<file path="config.mk">
export PLATFORM = sky130hd
export DESIGN_NAME = ql_mult_acc_seq
export DESIGN_NICKNAME = d
export VERILOG_FILES = /design/src/rtl/ql_mult_acc_pkg.sv /design/src/rtl/ql_acc_add.sv /design/src/rtl/ql_mult_acc_seq.sv
export SDC_FILE = /design/constraint.sdc
export NUM_CORES = 1
export LEC_CHECK = 0
export CORE_ASPECT_RATIO = 0.75
export CORE_MARGIN = 4
export CORE_UTILIZATION = 40
export CTS_BUF_LIST = sky130_fd_sc_hd__clkbuf_16
export CTS_CLUSTER_SIZE = 12
export DETAILED_ROUTE_END_ITERATION = 10
export HOLD_SLACK_MARGIN = 0.05
export MAX_ROUTING_LAYER = met4
export PLACE_DENSITY = 0.65
export SLEW_MARGIN = 0
export SYNTH_ARGS = -nofsm -noshare
export SYNTH_HDL_FRONTEND = slang
export SYNTH_SLANG_ARGS = --single-unit
</file>
<file path="constraint.sdc">
create_clock -name clk -period 3.2 [get_ports clk]
set_input_delay 0.96 -clock clk [delete_from_list [all_inputs] [get_ports clk]]
set_output_delay 0.96 -clock clk [all_outputs]
set_load 0.03 [all_outputs]
</file>
<file path="src/rtl/ql_mult_acc_pkg.sv">
// Shared types and constants for the QLAL4S3 multiply-accumulate wrapper.
package ql_mult_acc_pkg;

  localparam int ACC_WIDTH_DEF = 80;
  localparam int CNT_WIDTH_DEF = 16;

  typedef enum logic [1:0] {
    IDLE,
    ACCUM,
    DRAIN,
    HOLD
  } state_t;

  localparam logic [1:0] VM_NONE = 2'b00;
  localparam logic [1:0] VM_32   = 2'b01;
  localparam logic [1:0] VM_DUAL = 2'b11;

endpackage

</file>
<file path="src/rtl/ql_acc_add.sv">
// Signed W-bit adder with optional clamp to the signed range on overflow.
module ql_acc_add #(
  parameter int W      = 40,
  parameter bit SAT_EN = 1'b0
) (
  input  logic [W-1:0] a,
  input  logic [W-1:0] b,
  output logic [W-1:0] sum,
  output logic         ovf
);

  logic [W-1:0] raw;
  logic         overflow;

  always_comb begin
    // NOTE: every output gets a value before any conditional, so no latch is inferred.
    raw      = a + b;
    overflow = (a[W-1] == b[W-1]) && (raw[W-1] != a[W-1]);
    sum      = raw;
    ovf      = 1'b0;
    if (SAT_EN && overflow) begin
      // Both operands share a sign on overflow; clamp toward that sign.
      sum = a[W-1] ? {1'b1, {(W-1){1'b0}}} : {1'b0, {(W-1){1'b1}}};
      ovf = 1'b1;
    end
  end

endmodule

</file>
<file path="src/rtl/ql_mult_acc_seq.sv">
// Stream front/back end for the QLAL4S3 hard multiplier: one 32x32 or two 16x16 MAC lanes.
// Define QL_MULT_ACC_SAT_EN to saturate the accumulator lanes instead of wrapping.
module ql_mult_acc_seq
  import ql_mult_acc_pkg::*;
#(
  parameter int ACC_WIDTH = ACC_WIDTH_DEF,
  parameter int CNT_WIDTH = CNT_WIDTH_DEF
) (
  input  logic                 clk,
  input  logic                 rst_n,
  input  logic                 in_valid,
  output logic                 in_ready,
  input  logic [31:0]          in_a,
  input  logic [31:0]          in_b,
  input  logic                 in_last,
  input  logic                 in_mode32,
  output logic                 out_valid,
  input  logic                 out_ready,
  output logic [ACC_WIDTH-1:0] out_acc,
  output logic [CNT_WIDTH-1:0] out_count,
  output logic                 out_sat,
  output logic [31:0]          Amult,
  output logic [31:0]          Bmult,
  output logic [1:0]           Valid_mult,
  output logic                 sel_mul_32x32,
  input  logic [63:0]          Cmult
);

  localparam int HW = ACC_WIDTH / 2;
`ifdef QL_MULT_ACC_SAT_EN
  localparam bit SAT_EN = 1'b1;
`else
  localparam bit SAT_EN = 1'b0;
`endif

  state_t               state;
  logic                 mode_q;
  logic [63:0]          prod_q;
  logic                 prod_vld;
  logic [ACC_WIDTH-1:0] acc_q;

  logic hs_in, first_beat, beat_mode;
  assign hs_in      = in_valid && in_ready;
  assign first_beat = hs_in && (state == IDLE);
  // The frame mode is only taken from the bus on the first beat.
  assign beat_mode  = (state == IDLE) ? in_mode32 : mode_q;

  always_ff @(posedge clk or negedge rst_n) begin
    // NOTE: sequential state uses non-blocking assignments so every register sees pre-edge values.
    if (!rst_n) begin
      state     <= IDLE;
      in_ready  <= 1'b0;
      out_valid <= 1'b0;
    end else begin
      case (state)
        IDLE: begin
          in_ready <= 1'b1;
          if (hs_in) begin
            if (in_last) begin
              state    <= DRAIN;
              in_ready <= 1'b0;
            end else begin
              state <= ACCUM;
            end
          end
        end
        ACCUM: begin
          if (hs_in && in_last) begin
            state    <= DRAIN;
            in_ready <= 1'b0;
          end
        end
        DRAIN: begin
          // Leave once neither pipeline stage holds a product still to be added.
          if ((Valid_mult == VM_NONE) && !prod_vld) begin
            state     <= HOLD;
            out_valid <= 1'b1;
          end
        end
        HOLD: begin
          if (out_ready) begin
            state     <= IDLE;
            out_valid <= 1'b0;
            in_ready  <= 1'b1;
          end
        end
      endcase
    end
  end

  always_ff @(posedge clk or negedge rst_n) begin
    if (!rst_n) begin
      Amult      <= '0;
      Bmult      <= '0;
      Valid_mult <= VM_NONE;
      mode_q     <= 1'b0;
    end else begin
      Valid_mult <= VM_NONE;
      if (hs_in) begin
        Amult      <= in_a;
        Bmult      <= in_b;
        Valid_mult <= beat_mode ? VM_32 : VM_DUAL;
        if (state == IDLE) mode_q <= in_mode32;
      end
    end
  end

  assign sel_mul_32x32 = mode_q;

  always_ff @(posedge clk or negedge rst_n) begin
    if (!rst_n) begin
      prod_q   <= '0;
      prod_vld <= 1'b0;
    end else begin
      prod_vld <= (Valid_mult != VM_NONE);
      if (Valid_mult != VM_NONE) prod_q <= Cmult;
    end
  end

  logic [ACC_WIDTH-1:0] prod_full, sum_full;
  logic [HW-1:0]        prod_l0, prod_l1, sum_l0, sum_l1;
  logic                 ovf_full, ovf_l0, ovf_l1;

  assign prod_full = ACC_WIDTH'($signed(prod_q));
  assign prod_l0   = HW'($signed(prod_q[31:0]));
  assign prod_l1   = HW'($signed(prod_q[63:32]));

  ql_acc_add #(.W(ACC_WIDTH), .SAT_EN(SAT_EN)) u_add_full (
    .a(acc_q), .b(prod_full), .sum(sum_full), .ovf(ovf_full)
  );
  ql_acc_add #(.W(HW), .SAT_EN(SAT_EN)) u_add_l0 (
    .a(acc_q[HW-1:0]), .b(prod_l0), .sum(sum_l0), .ovf(ovf_l0)
  );
  ql_acc_add #(.W(HW), .SAT_EN(SAT_EN)) u_add_l1 (
    .a(acc_q[ACC_WIDTH-1:HW]), .b(prod_l1), .sum(sum_l1), .ovf(ovf_l1)
  );

  always_ff @(posedge clk or negedge rst_n) begin
    if (!rst_n) begin
      acc_q     <= '0;
      out_count <= '0;
      out_sat   <= 1'b0;
    end else if (first_beat) begin
      acc_q     <= '0;
      out_count <= CNT_WIDTH'(1);
      out_sat   <= 1'b0;
    end else begin
      if (hs_in && (out_count != '1)) out_count <= out_count + CNT_WIDTH'(1);
      if (prod_vld) begin
        acc_q   <= mode_q ? sum_full : {sum_l1, sum_l0};
        out_sat <= out_sat | (mode_q ? ovf_full : (ovf_l0 | ovf_l1));
      end
    end
  end

  // The accumulator only changes while a frame is in flight, so it is stable in HOLD.
  assign out_acc = acc_q;

endmodule
</file>
; ---- After elaboration in Yosys (flattened, before gate mapping)
; Index checks and enable logic that the tools add are counted.
[totals]
mem_bits_rw = 0
inputBits = 134
mem_bits_ro = 0
elab_cells = 61
ff_bits = 232
mem_count = 0
latchBits = 0
[op_classes]
muxes = 22
magnitude_cmp = 0
add_sub_neg = 4
n_eq_ne = 8
shift = 0
n_div = 0
bitwise = 0
reduce_logical = 16
multipliers = 0
[op_table]
columns = operator, count
row1 = 80-bit 2-to-1 mux, 3
row2 = 40-bit adder, 2
row3 = 80-bit adder, 1
row4 = 16-bit 2-to-1 mux, 2
row5 = "16-bit by 1-bit adder with 16-bit output, second input constant", 1
row6 = "16-bit != test, second input constant", 1
row7 = 2-bit 2-to-1 mux, 7
row8 = "2-bit != test, second input constant", 4
row9 = 2-bit one-hot mux with 4 select lines, 1
row10 = 2-bit nonzero test, 4
row11 = 1-bit 2-to-1 mux, 7
row12 = 3-bit AND reduction, 2
row13 = 1-bit logical AND, 5
row14 = "2-bit == test, second input constant", 2
row15 = 2-bit logical NOT, 2
row16 = 4-bit AND reduction, 1
row17 = 1-bit one-hot mux with 3 select lines, 1
row18 = 3-bit nonzero test, 1
row19 = "2-bit by 1-bit == test with 1-bit output, second input constant", 1
row20 = 1-bit one-hot mux with 2 select lines, 1
row21 = 1-bit logical NOT, 1

; ---- Longest topological paths before layout
[logic_depth]
depth_word = 4
mapped_depth = 14

; ---- Cells and area by module
; A second synthesis with hierarchy kept.
[unflattened]
cells_unflattened = 2283
hier_area_um2 = 19520.0
[by_module_without_submodules]
columns = mod, area_per_inst_um2, instances, cells_each
row1 = ql_mult_acc_seq, 10094.7, 1, 928
row2 = ql_acc_add (u_add_full), 4988.5, 1, 747
row3 = ql_acc_add (u_add_l0), 2339.7, 1, 317
row4 = ql_acc_add (u_add_l1), 2097.0, 1, 291

; ---- Least setup slack after synthesis
; No wires, ideal clock.
[synth_timing]
kind = reg-to-reg
startpoint = register acc_q[0], in the netlist out_acc[0]
endpoint = register acc_q[76], in the netlist out_acc[76]
slack_ns = 0.128
required_ns = 3.074
stages_incl_launch_ff = 14
arrival_ns = 2.946
setup_ns = 0.126
cell_sequence = dfrtp_1 > ha_1 > fa_1 > nand3_1 > a211oi_1 > o21ai_1 > o211ai_2 > a221oi_4 > o211ai_4 > a21bo_1 > a41o_1 > a311oi_2 > xor2_1 > o21ai_1
[synth_via]
elab_chain_cells = 4
[synth_lines]
columns = item, line_no
row1 = start: declaration, ql_mult_acc_seq.sv:40  ; logic [ACC_WIDTH-1:0] acc_q;
row2 = start signal: assignment, ql_mult_acc_seq.sv:150  ; acc_q <= mode_q ? sum_full : {sum_l1, sum_l0};
row3 = 80-bit adder, ql_acc_add.sv:17  ; raw = a + b;
row4 = 80-bit 2-to-1 mux, ql_mult_acc_seq.sv:150
row5 = 80-bit 2-to-1 mux, ql_mult_acc_seq.sv:149  ; if (prod_vld) begin
row6 = 80-bit 2-to-1 mux, ql_mult_acc_seq.sv:143  ; end else if (first_beat) begin
; No other way between the ends. The select of a mux whose other input is x is not followed.
; A chain may end at the register's enable or synchronous reset.

; ---- Worst setup path after layout
[layout_timing]
startpoint = register acc_q[6], in the netlist out_acc[6]
endpoint = register acc_q[67], in the netlist out_acc[67]
; The elaborated chain is that of the path after synthesis.

==> impl_metrics.json <==
{
  "wl_per_cell_um": 21.4,
  "ys_seq_area_share_pct": 35.6,
  "dieArea_mm2": 0.0442,
  "core_area_mm2": 0.0399,
  "design.portCount": 300,
  "post_synth_num_cell_types": 86,
  "fin_util_pct": 57.5,
  "grt_remaining_overflow": 0,
  "post-route-drc-count": 0,
  "finalCritPeriodShare_pct": 99.9,
  "synth_seq_cells": 232,
  "crit_type": "flip-flop to flip-flop",
  "reg2reg_setup_slack_ns": 0.002,
  "grt_pass1_vias": 15338,
  "route.vias.total": 15943,
  "portBuffers": 298,
  "synthFlopType": "dfrtp_1",
  "critical_path_buf_inv_count": 1,
  "drv_cap": 0,
  "status": "complete, no violations",
  "grt_use_total_pct": 26.3,
  "layout_min_cycle_time_ns": 3.20,
  "synth_edf_count": 0,
  "antenna_found_initial": 1,
  "worstPathArrival_ns": 3.65,
  "tns_ns": 0,
  "viasPerCell": 5.78,
  "synth_cells": 1762,
  "reg2reg_depth": 13,
  "async_flop_share_pct": 100,
  "critPathRequiredTime_ns": 3.65,
  "worstMarginPinSlew_ns": 0.736,
  "max_freq_mhz": 313,
  "slowest_delay_ns": 0.41,
  "fin_nets": 2478,
  "std_cell_rows": 63,
  "grt_pass1_wl_mm": 89.6,
  "cts_tree": "built",
  "final_cell_mix": "clkdlybuf4s50_1 (297), dfrtp_1 (228), buf_4 (210)",
  "hp-class": "input pin to asynchronous set/reset pin",
  "cts.sinks": 232,
  "drive_above_1_share_pct": 23.7,
  "routabilityCongestion": 0.940,
  "rr_endpoint": "out_acc[67]",
  "area_growth_pct": 40.6,
  "layout_commonest_cell": "clkdlybuf4s50_1",
  "holdBufCountCts": 0,
  "worst-path-max-fanout": 3,
  "start_util_pct": 40.9,
  "root_buffer": "clkbuf_16",
  "die_x_um": 241,
  "r2r-start": "out_acc[6]",
  "numCtsBuffers": 27,
  "postRouteAntennaNets": 0,
  "hold_violations": 0,
  "cp_cell_sequence": "ha_4, a2111oi_4, o21ai_2, buf_4, a32oi_4, nand2_2, a31o_1, a21oi_2, o21a_2, nor3_4, a31oi_2, xnor2_2, a221o_1",
  "synthesis.nets": 2021,
  "crit_family": "compound AO/OA/AOI/OAI gates",
  "clk_latency_ns": 0.58,
  "dp_hpwl_mm": 45.2,
  "cp-end-kind": "flip-flop",
  "slew_headroom_pct": 51.0,
  "yosys_warnings": 0,
  "clockBufferDepth": 3,
  "die_y_um": 183,
  "critPathLaunch": "out_acc[6]",
  "path_clk_slew_ns": 0.07,
  "initialDrtViolationCount": 1472,
  "cts_max_level": 1,
  "postSynthAreaPerCell_um2": 9.27,
  "start_kind": "flip-flop",
  "skew_ns": 0.0159,
  "setup_violations": 0,
  "drv_slew": 0,
  "dr.pass1.iters": 7,
  "crit_slowest_cell": "dfrtp_1",
  "rsz0062_at_grt": "yes",
  "synth_area_mm2": 0.0163,
  "drt_wl_total_mm": 59.1,
  "grt_max_degree": 71
}
==> area by class of cell <==
| class | instances | area (um^2) |
|---|---|---|
| fillers | 3422 | 16900 |
| flip-flops and latches | 232 | 5810 |
| inverters | 46 | 173 |
| clock inverters | 20 | 230 |
| well taps | 520 | 651 |
| diodes | 1 | 2.50 |
| multi-input cells | 1394 | 10700 |
| repair buffers | 518 | 4730 |
| clock buffers | 27 | 676 |
==> layer usage <==
metal	up-vias	GRT usage [%]	part of all wire (%)
met2	717	37.8	43
met3	83	5.68	8.7
met5	-	-	0
met1	7765	38.8	46
met4	0	4.61	1.9
li1	7378	-	-
==> cell families (layout without fill, tap and decap cells) <==
kind of cell / Yosys count / after routing / share of synthesized area [%]
AOI/OAI and AO/OA: 524 / 524 / 20.8
xor gates and xnor gates: 110 / 110 / 5.90
adders and majority gates: 125 / 125 / 9.67
buffers and inverters: 136 / 611 / 3.37
DFF: 232 / 232 / 35.6
muxes: 165 / 165 / 11.1
other: 1 / 2 / 0.0230
and+or+nand+nor: 469 / 469 / 13.6
==> flip-flops by register name (all words and copies together) (netlist names) <==
signal         count
Amult             32
Bmult             32
Valid_mult         2
in_ready           1
out_acc           80
out_count         16
out_valid          1
prod_q            64
prod_vld           1
sel_mul_32x32      1
state              2
==> metrics by stage <==
stage / instance area (um^2) / setup slack, ns / cells / hold slack [ns]
4_1_cts: 22300 / -0.0377 / 2746 / 0.310
3_3_place_gp: 21200 / -0.153 / 2696 / 0.489
6_report: 23000 / 0.00173 / 2758 / 0.318
5_1_grt: 23000 / -0.0974 / 2758 / 0.343
2_1_floorplan: 16300 / 0.128 / 1762 / 0.485
3_5_place_dp: 21200 / -0.190 / 2696 / 0.495
==> synthesized netlist by cell type (7+ instances only) <==
| master | number | area [um^2] |
|---|---|---|
| o211ai_1 | 9 | 67.6 |
| nand4_1 | 43 | 269 |
| o21ai_1 | 19 | 95.1 |
| o21ai_0 | 115 | 576 |
| and2_1 | 10 | 62.6 |
| nor2b_1 | 11 | 68.8 |
| a21oi_1 | 165 | 826 |
| a22oi_1 | 14 | 105 |
| xnor2_1 | 56 | 490 |
| xor2_1 | 54 | 473 |
| nand2_1 | 140 | 526 |
| nand2b_1 | 18 | 113 |
| buf_2 | 14 | 70.1 |
| mux2_2 | 128 | 1440 |
| ha_1 | 123 | 1540 |
| a211oi_2 | 7 | 87.6 |
| nor2_1 | 131 | 492 |
| dfrtp_1 | 232 | 5810 |
| nor4_1 | 7 | 43.8 |
| mux2i_1 | 37 | 370 |
| a21o_1 | 53 | 398 |
| inv_1 | 46 | 173 |
| o21bai_1 | 20 | 150 |
| o31ai_1 | 7 | 52.6 |
| a31oi_1 | 17 | 106 |
| buf_1 | 12 | 45.0 |
| a211oi_1 | 14 | 105 |
| nand3_1 | 36 | 180 |
| clkbuf_1 | 59 | 221 |
| and3_1 | 19 | 119 |
| nor3_1 | 29 | 145 |
==> how the worst max path moves through the flow <==
| stage | slack (ns) | to | cells past startpoint |
|---|---|---|---|
| after floorplan | 0.13 | out_acc[76] | 13 |
| after global placement | -0.15 | out_acc[55] | 12 |
| after detailed placement | -0.19 | out_acc[72] | 12 |
| after CTS | -0.04 | out_acc[51] | 14 |
| after global routing | -0.1 | out_acc[67] | 12 |
| final | 0.002 | out_acc[67] | 13 |
==> timing repair <==
action,CTS,global route
pin swaps,15,44
endpoints found under the setup margin,27,36
gates resized for setup,32,106
setup buffers,3,12
Power is left out: the tool's default activity adds up to more than one toggle a clock period on the data nets, which glitch-free logic cannot reach.
